$ cat config.mk
export PLATFORM = sky130hd
export DESIGN_NAME = fp_sub_seq
export DESIGN_NICKNAME = d
export VERILOG_FILES = /design/src/rtl/fp_pkg.sv /design/src/rtl/fp_round_pack.sv /design/src/rtl/fp_sub_seq.sv
export SDC_FILE = /design/constraint.sdc
export NUM_CORES = 1
export LEC_CHECK = 0
export ABC_AREA = 0
export BUFFER_PORTS_ARGS = -buffer_cell sky130_fd_sc_hd__buf_4
export CAP_MARGIN = 20
export CORE_UTILIZATION = 40
export DETAILED_ROUTE_END_ITERATION = 10
export PLACE_DENSITY_LB_ADDON = 0.1
export SYNTH_ARGS = -nofsm -noshare
export SYNTH_HDL_FRONTEND = slang
export SYNTH_SLANG_ARGS = --single-unit
$ cat constraint.sdc
create_clock -name clk -period 7.92 [get_ports clk]
set_clock_uncertainty 0.1 [all_clocks]
set_input_delay 1.584 -clock clk [delete_from_list [all_inputs] [get_ports clk]]
set_output_delay 1.584 -clock clk [all_outputs]
set_load 0.05 [all_outputs]
$ cat src/rtl/fp_pkg.sv
// rtl/fp_pkg.sv - shared constants, state encoding and unpacked-operand type for the sequential single-precision subtractor
package fp_pkg;

    localparam int          FP_EXP_W   = 8;
    localparam int          FP_FRAC_W  = 23;
    localparam int          FP_BIAS    = 127;
    localparam logic [7:0]  FP_EXP_MAX = 8'hFF;
    localparam logic [31:0] FP_QNAN    = 32'h7FC00000;

    // Working mantissa: [27] carry, [26] hidden, [25:3] fraction, [2] guard, [1] round, [0] sticky
    localparam int MANT_W    = 28;
    localparam int ALIGN_MAX = 27;

    typedef enum logic [2:0] {
        ST_IDLE,
        ST_ALIGN,
        ST_ADD,
        ST_NORM,
        ST_ROUND,
        ST_DONE
    } fp_state_t;

    typedef struct packed {
        logic                sign;
        logic [FP_EXP_W-1:0] exp;
        logic [MANT_W-1:0]   mant;
    } fp_unpacked_t;

    // Denormals and zero share the exponent of the smallest normal, hidden bit clear.
    function automatic fp_unpacked_t fp_unpack(input logic [31:0] x);
        fp_unpacked_t u;
        u.sign = x[31];
        u.exp  = (x[30:23] == 8'd0) ? 8'd1 : x[30:23];
        u.mant = {1'b0, (x[30:23] != 8'd0), x[FP_FRAC_W-1:0], 3'b000};
        return u;
    endfunction

endpackage

$ cat src/rtl/fp_round_pack.sv
// rtl/fp_round_pack.sv - round-to-nearest-even, post-round renormalize, overflow to infinity and pack to 32 bits
//   sign, exp[9:0], mant[27:0] : normalized working result
//   special                    : an operand was inf/NaN, emit the quiet NaN
//   res[31:0]                  : packed IEEE-754 single
module fp_round_pack
    import fp_pkg::*;
(
    input  logic                sign,
    input  logic [9:0]          exp,
    input  logic [MANT_W-1:0]   mant,
    input  logic                special,
    output logic [31:0]         res
);

    logic              inc;
    logic [MANT_W-1:0] mant_r;
    logic [MANT_W-1:0] mant_n;
    logic [9:0]        exp_n;

    always_comb begin
        inc    = mant[2] & (mant[1] | mant[0] | mant[3]);
        mant_r = mant + {24'd0, inc, 3'b000};
        if (mant_r[27]) begin
            mant_n = {1'b0, mant_r[27:1]};
            exp_n  = exp + 10'd1;
        end else begin
            mant_n = mant_r;
            exp_n  = exp;
        end

        if (special) begin
            res = FP_QNAN;
        end else if (exp_n >= 10'd255) begin
            res = {sign, FP_EXP_MAX, {FP_FRAC_W{1'b0}}};
        end else if (!mant_n[26]) begin
            // no hidden bit left: denormal or zero, encoded exponent 0
            res = {sign, 8'd0, mant_n[25:3]};
        end else begin
            res = {sign, exp_n[7:0], mant_n[25:3]};
        end
    end

endmodule

$ cat src/rtl/fp_sub_seq.sv
// rtl/fp_sub_seq.sv - multi-cycle IEEE-754 single-precision subtractor s = a - b with bit-serial align/normalize
//   clk, rst_n                   : clock, synchronous active-low reset
//   in_valid/in_ready, a, b      : operand handshake
//   out_valid/out_ready, s       : result handshake
//   busy                         : FSM not idle
module fp_sub_seq
    import fp_pkg::*;
(
    input  logic        clk,
    input  logic        rst_n,
    input  logic        in_valid,
    output logic        in_ready,
    input  logic [31:0] a,
    input  logic [31:0] b,
    output logic        out_valid,
    input  logic        out_ready,
    output logic [31:0] s,
    output logic        busy
);

    fp_state_t         state;
    logic [MANT_W-1:0] mant_big;
    logic [MANT_W-1:0] mant_small;
    logic              sign_big;
    logic              sign_small;
    logic [9:0]        exp_w;
    logic [4:0]        d_cnt;
    logic              special;

    fp_unpacked_t      ua;
    fp_unpacked_t      ub;
    fp_unpacked_t      big_in;
    fp_unpacked_t      small_in;
    logic [7:0]        exp_diff;
    logic              special_in;
    logic [MANT_W-1:0] sum;
    logic              norm_go;
    logic [31:0]       round_res;

    always_comb begin
        ua = fp_unpack(a);
        ub = fp_unpack({~b[31], b[30:0]});
        // larger magnitude by exponent first, then mantissa
        if ({ua.exp, ua.mant} >= {ub.exp, ub.mant}) begin
            big_in   = ua;
            small_in = ub;
        end else begin
            big_in   = ub;
            small_in = ua;
        end
        exp_diff   = big_in.exp - small_in.exp;
        special_in = (ua.exp == FP_EXP_MAX) || (ub.exp == FP_EXP_MAX);
    end

    always_comb begin
        sum     = (sign_big == sign_small) ? (mant_big + mant_small) : (mant_big - mant_small);
        norm_go = !special && !mant_big[26] && (exp_w > 10'd1) && (mant_big != '0);
    end

    fp_round_pack u_round_pack (
        .sign    (sign_big),
        .exp     (exp_w),
        .mant    (mant_big),
        .special (special),
        .res     (round_res)
    );

    always_ff @(posedge clk) begin
        if (!rst_n) begin
            state      <= ST_IDLE;
            in_ready   <= 1'b1;
            out_valid  <= 1'b0;
            busy       <= 1'b0;
            s          <= '0;
            mant_big   <= '0;
            mant_small <= '0;
            sign_big   <= 1'b0;
            sign_small <= 1'b0;
            exp_w      <= '0;
            d_cnt      <= '0;
            special    <= 1'b0;
        end else begin
            case (state)
                ST_IDLE: begin
                    if (in_valid) begin
                        sign_big   <= big_in.sign;
                        sign_small <= small_in.sign;
                        mant_big   <= big_in.mant;
                        mant_small <= small_in.mant;
                        exp_w      <= {2'b00, big_in.exp};
                        special    <= special_in;
                        // past 27 shifts only the sticky bit survives, so the count saturates there
                        if (special_in)
                            d_cnt <= 5'd0;
                        else if (exp_diff > 8'(ALIGN_MAX))
                            d_cnt <= 5'(ALIGN_MAX);
                        else
                            d_cnt <= exp_diff[4:0];
                        in_ready   <= 1'b0;
                        busy       <= 1'b1;
                        state      <= ST_ALIGN;
                    end
                end
                ST_ALIGN: begin
                    if (d_cnt != 5'd0) begin
                        mant_small <= {1'b0, mant_small[27:2], mant_small[1] | mant_small[0]};
                        d_cnt      <= d_cnt - 5'd1;
                    end else begin
                        state <= ST_ADD;
                    end
                end
                ST_ADD: begin
                    if (sum[27]) begin
                        mant_big <= {1'b0, sum[27:2], sum[1] | sum[0]};
                        exp_w    <= exp_w + 10'd1;
                    end else begin
                        mant_big <= sum;
                    end
                    if (sum == '0)
                        sign_big <= 1'b0;
                    state <= ST_NORM;
                end
                ST_NORM: begin
                    if (norm_go) begin
                        mant_big <= {mant_big[26:0], 1'b0};
                        exp_w    <= exp_w - 10'd1;
                    end else begin
                        state <= ST_ROUND;
                    end
                end
                ST_ROUND: begin
                    s         <= round_res;
                    out_valid <= 1'b1;
                    state     <= ST_DONE;
                end
                ST_DONE: begin
                    if (out_ready) begin
                        out_valid <= 1'b0;
                        in_ready  <= 1'b1;
                        busy      <= 1'b0;
                        state     <= ST_IDLE;
                    end
                end
                default: state <= ST_IDLE;
            endcase
        end
    end

endmodule
=== After elaboration in Yosys (flattened, before gate mapping) ===
Index checks and enable logic that the tools add are counted.

* Register bits: 112
* Input bits: 68
* Word-level logic and storage cells: 113
* Output and inout port bits: 35

* Add/subtract/negate cells: 7
* Reductions and logical operators: 27
* Bitwise logic cells: 6
* Muxes and demuxes: 41
* Magnitude comparators: 4
* Equal/unequal tests: 16

{| class="wikitable"
|+ Operator list
! kind !! number
|-
| 28-bit 2-to-1 mux || 5
|-
| 28-bit one-hot mux with 3 select lines || 1
|-
| 37-bit 2-to-1 mux || 2
|-
| 31-bit 2-to-1 mux || 2
|-
| 28-bit one-hot mux with 2 select lines || 1
|-
| 27-bit 2-to-1 mux || 2
|-
| 10-bit 2-to-1 mux || 4
|-
| 36-bit greater-or-equal comparator || 1
|-
| 32-bit 2-to-1 mux || 1
|-
| 10-bit one-hot mux with 3 select lines || 1
|-
| 28-bit adder || 1
|-
| 28-bit by 4-bit adder with 28-bit output || 1
|-
| 28-bit zero test || 1
|-
| 28-bit nonzero test || 1
|-
| 28-bit subtractor || 1
|-
| 5-bit 2-to-1 mux || 4
|-
| 3-bit one-hot mux with 6 select lines || 1
|-
| 8-bit equality test (second input constant) || 2
|-
| 8-bit zero test || 2
|-
| 8-bit 2-to-1 mux || 2
|-
| 2-bit inequality test (second input constant) || 8
|-
| 8-bit nonzero test || 2
|-
| 3-bit 2-to-1 mux || 4
|-
| 3-bit AND reduction || 4
|-
| other kinds (26) || 47
|}

=== Logic depth before layout (Yosys ltp) ===
Gate-level depths: netlist (run 1).

* Depth after elaboration: 10
* Depth in mapped cells: 22
* Gate-level depth less buffers: 20

=== Cells and area by module ===
From an unflattened synthesis (run 1), not the netlist that was laid out.

* Cell total of the unflattened synthesis: 1603
* Area, all modules: 10974.3 um2

{| class="wikitable"
|+ Modules (own cells, without submodules)
! module !! times used !! cells an instance !! area an instance (um2) !! sequential area each (um2)
|-
| fp_sub_seq || 1 || 1356 || 9489.1 || 2222.1
|-
| fp_round_pack || 1 || 247 || 1485.2 || 0.0
|}

=== Least setup slack after synthesis (run 1) ===
No wires, ideal clock.

* Path type: input port to flip-flop
* Start: input a[24]
* End: register d_cnt[0]
* Buffers on the path: 1
* Arrival: 5.274 ns
* Library setup time: 0.150 ns
* Stages: 19
* Slack: 2.396 ns
* Required time: 7.670 ns
* Cells stage by stage: clkbuf_1 nor4_1 nand2_1 or2_2 ha_1 nand3_1 nor2_1 and3_1 a2111oi_2 o21ai_1 mux2i_1 ha_1 a21oi_1 nand2_1 nand2_1 a211oi_1 or3_1 a222oi_1 a31oi_1

* Cells in the longest elaborated chain, start to end: 10
* Elaborated cells between the ends (all ways): 14
* Classes of those cells: add/sub: 1; order compare: 2; eq/ne: 1; mux: 7; reduce/logical: 3

{| class="wikitable"
|+ RTL lines
! what !! line !! RTL
|-
| start, declared || fp_sub_seq.sv:13 || <nowiki>input logic [31:0] a,</nowiki>
|-
| 8-bit zero test || fp_pkg.sv:33 || <nowiki>u.exp = (x[30:23] == 8'd0) ? 8'd1 : x[30:23];</nowiki>
|-
| 8-bit 2-to-1 mux || fp_pkg.sv:33 ||
|-
| 36-bit greater-or-equal comparator || fp_sub_seq.sv:44 || <nowiki>if ({ua.exp, ua.mant} >= {ub.exp, ub.mant}) begin</nowiki>
|-
| 37-bit 2-to-1 mux || fp_sub_seq.sv:44 ||
|-
| 8-bit subtractor || fp_sub_seq.sv:51 || <nowiki>exp_diff = big_in.exp - small_in.exp;</nowiki>
|-
| 8-bit by 5-bit > comparator with 1-bit output || fp_sub_seq.sv:95 || <nowiki>else if (exp_diff > 8'(ALIGN_MAX))</nowiki>
|-
| 5-bit 2-to-1 mux || fp_sub_seq.sv:95 ||
|-
| 5-bit 2-to-1 mux * || fp_sub_seq.sv:93 || <nowiki>if (special_in)</nowiki>
|-
| 5-bit 2-to-1 mux * || fp_sub_seq.sv:85 || <nowiki>if (in_valid) begin</nowiki>
|-
| 5-bit one-hot mux with 2 select lines * || fp_sub_seq.sv:83 || <nowiki>case (state)</nowiki>
|-
| end signal, assigned || fp_sub_seq.sv:96 || <nowiki>d_cnt <= 5'(ALIGN_MAX);</nowiki>
|-
| end signal, assigned || fp_sub_seq.sv:98 || <nowiki>d_cnt <= exp_diff[4:0];</nowiki>
|-
| end signal, assigned || fp_sub_seq.sv:107 || <nowiki>d_cnt <= d_cnt - 5'd1;</nowiki>
|-
| end, declared || fp_sub_seq.sv:27 || <nowiki>logic [4:0] d_cnt;</nowiki>
|}

Mark *: on every way between the ends. The rest lies on a longest branch, timed or not. The select of a mux whose other input is x is not followed.
A chain may end at the register's enable or synchronous reset.

=== Worst setup path after layout (run 1) ===
* Start: register mant_small[6]
* End: register sign_big

* Cells in the longest elaborated chain, start to end: 5
* Elaborated cells between the ends (all ways): 6
* Classes of those cells: add/sub: 2; eq/ne: 1; mux: 1; reduce/logical: 2

{| class="wikitable"
|+ RTL lines
! what !! line !! RTL
|-
| start, declared || fp_sub_seq.sv:23 || <nowiki>logic [MANT_W-1:0] mant_small;</nowiki>
|-
| start signal, assigned || fp_sub_seq.sv:89 || <nowiki>mant_small <= small_in.mant;</nowiki>
|-
| start signal, assigned || fp_sub_seq.sv:106 || <nowiki>mant_small <= {1'b0, mant_small[27:2], mant_small[1] | mant_small[0]};</nowiki>
|-
| 28-bit subtractor / 28-bit adder (equally long branches) || fp_sub_seq.sv:56 || <nowiki>sum = (sign_big == sign_small) ? (mant_big + mant_small) : (mant_big - mant_small);</nowiki>
|-
| 28-bit 2-to-1 mux * || fp_sub_seq.sv:56 ||
|-
| 28-bit zero test * || fp_sub_seq.sv:119 || <nowiki>if (sum == '0)</nowiki>
|-
| 2-bit inequality test (no line) * || n/a ||
|-
| 3-bit AND reduction (no line) * || n/a ||
|-
| end signal, assigned || fp_sub_seq.sv:86 || <nowiki>sign_big <= big_in.sign;</nowiki>
|-
| end, declared || fp_sub_seq.sv:24 || <nowiki>logic sign_big;</nowiki>
|}

Mark *: on every way between the ends. The rest lies on a longest branch, timed or not.

==> impl_metrics.toml, run 1 <==
[logic_synthesis]
yosysSeqAreaShare = 0.204
synth_top_flop_cell = "dfxtp_1"
synthArstFlopShare = 0
syn_avg_cell_area_um2 = 6.93
ys_types = 85
yosysWarnings = 0
synth-edff-count = 0
ys_ff_latch = 111
syn_area_mm2 = 0.0109
synthCells = 1574
synth_nets = 1709

[final_layout]
n_antenna_cell = 0
most-common-layout-cells = "209 x nand2_1, 158 x a21oi_1, 123 x buf_4, 111 x dfxtp_1, 105 x nor2_1"
multi_input_area_mm2 = 0.00797
final_net_count = 1719
area_growth_pct = 10.7
fillers = 2855
regArea_mm2 = 0.00222
final_layout_size_suffix_gt1_frac = 0.109
layout_commonest_cell = "nand2_1"

[timing]
worst_slack_ps = 2150
maxSlewHeadroom = 0.446
worst_slew_pin_slew_ps = 829
min_period_over_period = 0.729
fin_crit_ps = 5770
setup-violations-final = 0
finalSetupTns_ps = 0
maxSlewViolCount = 0
hold_viol = 0
grt_setup_unrepaired = "no"
clock.fmax_mhz = 173

[global_route]
overflow = 0
grt_use_met1 = 0.391
grt_pass1_vias = 10900
track_usage = 0.271
busiest_layer = "met2"
grt_pass1_wl_um = 60900
antenna_found_initial = 0
grtUsageMet2 = 0.424
grt_max_degree = 71
met3_usage = 0.0378

[clock_network]
h-tree-depth = 3
cts.sinks = 111
hold_buffers = 0
cts_buffer_depth = 2
cts_inserted_buffers = 9
postCtsSetupBuffers = 0
clkLatencyLatePin_ps = 370
cts.repair.resized = 0
root_buffer = "clkbuf_16"
clkTransAtPathRegs_ps = 80
tritoncts = "built"

[route]
first_pass_iters = 5
via_per_inst = 6.15
avgRoutedWirePerCell_um = 19.6
drtIter0Drc = 995
vias = 11900
drc = 0
antenna_left = 0
routed_wl_um = 37900

[setup_path]
arrival_ps = 5920
crit_path_top_delay_cell = "o21ai_0"
regToRegSetupSlack_ps = 2150
path_max_fanout = 15
endpoint_kind = "flop"
crit_family = "compound AO/OA/AOI/OAI gates"
critPathRequiredTime_ps = 8070
cp_cell_sequence = "or4_1 -> nor3_1 -> nand3b_1 -> nor3_1 -> nand2_1 -> o31ai_1 -> xnor2_1 -> ha_1 -> and3_1 -> nand4_1 -> a21oi_1 -> a21oi_1 -> o21ai_0 -> a31o_1 -> buf_4 -> nor2_1 -> o21ai_1 -> o211ai_1"
path_buf_inv = 1
crit_type = "flop to flop"
cp-start-kind = "flop"
slowest_delay_ps = 690

[outcome]
status = "finished clean"

[power_and_ir_drop]
sequentialPowerShare = 0.249
p_switching_mw = 1.84
combPwrFrac = 0.620
p_int_mw = 1.68
power.share.clock = 0.131
swShare = 0.522
power_mw = 3.52
leakage_nw = 4.95
p_per_area_mw_per_mm2 = 291
irDropWorstVdd_mv = 0.112

[run]
max-cap-violations = 0

[floorplanning]
die_height_um = 167
start_util = 0.406
die_x_um = 167
rows = 60
floorplan.die_area_mm2 = 0.0279
io_pins = 103
core_region_area_mm2 = 0.0269

[worst_hold_path]
worstHoldPathType = "flop to flop"

[place]
io_buffers = 102
dp_slack_ps = 1850
gp_congestion = 0.938
place_hpwl_um = 28600
power by group through the flow:
stage                     combinational [mW]  clock (mW)  sequential (mW)
after floorplan                         1.68           0            0.768
after global placement                  2.14           0            0.882
after detailed placement                2.14           0            0.882
after CTS                               2.15       0.474            0.869
after global routing                    2.43       0.491            0.894
final                                   2.18       0.460            0.877
metrics by stage:
stage / instance area (µm²) / hold slack, ps / cells / util
floorplan: 10900 / 353 / 1574 / -
global placement: 11800 / 350 / 1913 / 0.439
detailed placement: 11800 / 360 / 1913 / 0.439
CTS: 12100 / 371 / 1929 / 0.449
global route: 12100 / 393 / 1930 / 0.449
finish: 12100 / 365 / 1930 / 0.449
tightest hold or removal path, cell delays in order, from the launching register on:
cell	delay, ps
dfxtp_1	310
nand2_1	50
a21oi_1	60
area by class of cell:
cell class	instances	share of cell area
inverter	64	0.0199
clock buffer	9	0.0186
sequential	111	0.184
multi-input combinational	1274	0.660
timing repair buffer	124	0.0769
clock inverter	7	0.00518
tap	341	0.0353
per-layer routing:
| layer | wire length [µm] | vias up | part of all wire |
|---|---|---|---|
| li1 | - | 5837 | - |
| met1 | 18000 | 5574 | 0.47 |
| met2 | 16700 | 409 | 0.44 |
| met3 | 2530 | 40 | 0.067 |
| met4 | 651 | 0 | 0.017 |
| met5 | 0 | - | 0 |
cell usage after synthesis (all sizes together), types with 16 or more instances:
| master | number | area (µm²) |
|---|---|---|
| a211oi | 16 | 120 |
| clkbuf | 96 | 360 |
| buf | 29 | 173 |
| o211ai | 66 | 495 |
| dfxtp | 111 | 2220 |
| a21oi | 159 | 807 |
| nand2 | 209 | 785 |
| nand3 | 34 | 170 |
| nand4 | 23 | 144 |
| and3 | 28 | 175 |
| xor2 | 33 | 289 |
| inv | 63 | 236 |
| a21o | 24 | 180 |
| o21ai | 115 | 579 |
| and2 | 18 | 113 |
| xnor2 | 37 | 324 |
| nor3 | 60 | 300 |
| nor2 | 106 | 398 |
| ha | 66 | 826 |
| a31oi | 69 | 438 |
state kept, by name, indices dropped and copies added (netlist names), 3 cells and up:
| signal | flops |
|---|---|
| s | 32 |
| state | 3 |
| d_cnt | 5 |
| mant_big | 28 |
| exp_w | 10 |
| mant_small | 27 |
final timing paths:
| check | start | to | cells after the start |
|---|---|---|---|
| setup / recovery | mant_small[6]$_SDFFE_PN0P_ | sign_big$_SDFFE_PN0P_ | 18 |
| hold / removal | busy$_SDFFE_PN0P_ | busy$_SDFFE_PN0P_ | 2 |
| setup reg to reg | mant_small[6]$_SDFFE_PN0P_ | sign_big$_SDFFE_PN0P_ | 18 |
| hold reg to reg | busy$_SDFFE_PN0P_ | busy$_SDFFE_PN0P_ | 2 |
logic make-up after synthesis:
group | synth area share
AO/OA/AOI/OAI | 0.341
XOR/XNOR | 0.0562
adder cells (fa/ha/maj) | 0.0775
buffers and inverters | 0.0709
flip-flops | 0.204
multiplexers | 0.00654
AND/OR/NAND/NOR | 0.244
Power figures use the tool's default switching activity.
==> run 2, diff against run 1 <==
- ABC_AREA: 0 -> 1
- clock period: 7.92 -> 4.8 ns (I/O delays scaled with it)
==> impl_metrics.toml, run 2 <==
[outcome]
status = "finished with violations"
violations = "DRC"

[timing]
maxSlewViolCount = 0
grt_setup_unrepaired = "no"
worst_slew_pin_slew_ps = 965
fin_crit_ps = 4500
finalSetupTns_ps = 0
whs_ps = 369
maxSlewHeadroom = 0.355
hold_viol = 0
min_period_over_period = 0.937
worst_slack_ps = 304
clock.fmax_mhz = 222
setup-violations-final = 0

[logic_synthesis]
synth_nets = 1867
synth.most_common_cell = "nand2_1"
synthTopCellsByArea = "dfxtp_1 21%, nand2_1 12%, a21oi_1 9.7%"
synthTopCellsByCount = "344 x nand2_1, 254 x inv_1, 208 x a21oi_1, 127 x o21ai_0, 116 x nor2_1"
yosysTopAreaCell = "dfxtp_1"
yosysWarnings = 0
syn_area_mm2 = 0.0108
netlist.area_leader.share = 0.206
synthArstFlopShare = 0
synthCells = 1732
synth-edff-count = 0
ys_ff_latch = 111
yosysSeqAreaShare = 0.206
synth_top_flop_cell = "dfxtp_1"
syn_avg_cell_area_um2 = 6.22
ys_types = 54

[power_and_ir_drop]
p_switching_mw = 5.10
power_mw = 8.90
p_int_mw = 3.80
p_per_area_mw_per_mm2 = 728
irDropWorstVdd_mv = 0.295
leakage_nw = 5.85
combPwrFrac = 0.714
sequentialPowerShare = 0.193
power.share.clock = 0.093
swShare = 0.573

[floorplanning]
io_pins = 103
die_height_um = 166
floorplan.die_area_mm2 = 0.0276
die_x_um = 166
start_util = 0.411
core_region_area_mm2 = 0.0262
rows = 59

[setup_path]
regToRegSetupSlack_ps = 300
cp-start-kind = "flop"
endpoint_kind = "flop"
critPathRequiredTime_ps = 4960
crit_type = "flop to flop"
timing.rr.start = "mant_small[1]$_SDFFE_PN0P_"
path_max_fanout = 9
crit_path_start = "mant_small[1]$_SDFFE_PN0P_"
worstRegToRegCells = 27
arrival_ps = 4660

[global_route]
grt_pass1_vias = 10600
antenna_found_initial = 0
grt_max_degree = 57
track_usage = 0.261
overflow = 0
grt_pass1_wl_um = 57300

[final_layout]
area_growth_pct = 13.6
most-common-layout-cells = "342 x nand2_1, 254 x inv_1, 207 x a21oi_1, 137 x buf_4, 126 x o21ai_0"
reg_top3 = "s (32), mant_big (28), mant_small (27)"
postLayoutCellArea_mm2 = 0.0122
multi_input_area_mm2 = 0.00718
fillers = 2775
final_layout_size_suffix_gt1_frac = 0.120
n_antenna_cell = 0
instances_no_fill = 2142
fin_util = 0.467
regArea_mm2 = 0.00222
top_register = "s"
largest_register_ffs = 32
final_net_count = 1937
layout_commonest_cell = "nand2_1"

[clock_network]
root_buffer = "clkbuf_16"
clkTransAtPathRegs_ps = 90
cts.sinks = 111
cts_buffer_depth = 2
hold_buffers = 0
cts_inserted_buffers = 9
clkLatencyLatePin_ps = 380
tritoncts = "built"
h-tree-depth = 3

[place]
place_hpwl_um = 29200
gp_congestion = 0.967
dp.cells = 2124
post_dp_cell_area_mm2 = 0.0119
io_buffers = 102
dp_slack_ps = 210

[route]
drc = 10
avgRoutedWirePerCell_um = 16.9
drtIter0Drc = 882
antenna_left = 0
via_per_inst = 5.46
first_pass_iters = 11
vias = 11700
routed_wl_um = 36200

[worst_hold_path]
worstHoldPathType = "flop to flop"
hold_start = "s[13]$_SDFFE_PN0P_"
min_delay_path_depth = 2

[run]
max-cap-violations = 0
-- run 2: cell count changes in the layout (fill, tap and decap cells not counted), moves of 16 or more --
cell / delta
inv_1: +191
nand2_1: +133
a31oi_1: -59
a21oi_1: +49
nand3_1: +48
o21ai_0: +41
nor3_1: -38
and3_1: -27
xor2_1: +25
o2111ai_1: +24
a21o_1: -22
xnor2_1: -19
and2_1: -17
o21ai_1: -16
-- run 2: worst paths after layout --
check	end
setup reg to reg	exp_w[0]$_SDFFE_PN0P_
setup / recovery	exp_w[0]$_SDFFE_PN0P_
hold / removal	s[13]$_SDFFE_PN0P_
hold reg to reg	s[13]$_SDFFE_PN0P_
-- run 2: cell families (layout without fill, tap and decap cells) --
kind of cell | after synthesis | in the layout | share of synthesized area
AND/OR/NAND/NOR | 650 | 650 | 0.270
AO/OA/AOI/OAI | 475 | 475 | 0.254
buffers and inverters | 355 | 430 | 0.131
flip-flops | 111 | 111 | 0.206
XOR/XNOR | 74 | 74 | 0.0602
adder cells (fa/ha/maj) | 67 | 67 | 0.0785
-- run 2: cell type report --
cell class / instances / area share
inverters: 275 / 0.0848
multi-input cells: 1266 / 0.586
clock inverters: 7 / 0.00808
repair buffers: 139 / 0.0866
flip-flops and latches: 111 / 0.182
clock buffers: 9 / 0.0184
well taps: 335 / 0.0343
-- run 2: routing by layer --
layer	track usage	up-vias	wire [µm]
met5	0	-	0
met2	0.414	305	16000
met1	0.372	5410	17700
met3	0.0334	31	1970
li1	-	5960	-
met4	0.0654	0	606
-- run 2: power by group through the flow --
stage	clock, mW	sequential [mW]	combinational, mW
6_report	0.828	1.72	6.36
5_1_grt	0.885	1.77	7.09
4_1_cts	0.844	1.71	6.21
3_5_place_dp	0	1.73	6.19
3_3_place_gp	0	1.73	6.19
2_1_floorplan	0	1.57	4.53
-- run 2: repair_timing --
action,4_1_cts,5_1_grt
gates resized for setup,0,11
endpoints found under the setup margin,0,36
setup buffers,0,2
-- run 2: critical path, stage by stage (launching register included) --
cell     delay [ps]
dfxtp_1         330
inv_1            90
ha_1            180
nand3_1         120
nor3_2          120
inv_1           100
nor2_4          120
nand3_1         140
or4_4           450
nor2_1          110
buf_4           130
a31oi_1          80
xor2_1          340
ha_1            370
a21oi_2         190
o21ai_0         100
a21o_1          170
a31oi_1         130
nand2_1          90
inv_1            50
nand2_1          60
nand2_2          90
inv_2            70
nand2_1         120
nand2_2          90
buf_4           190
o31ai_1         190
inv_1            60
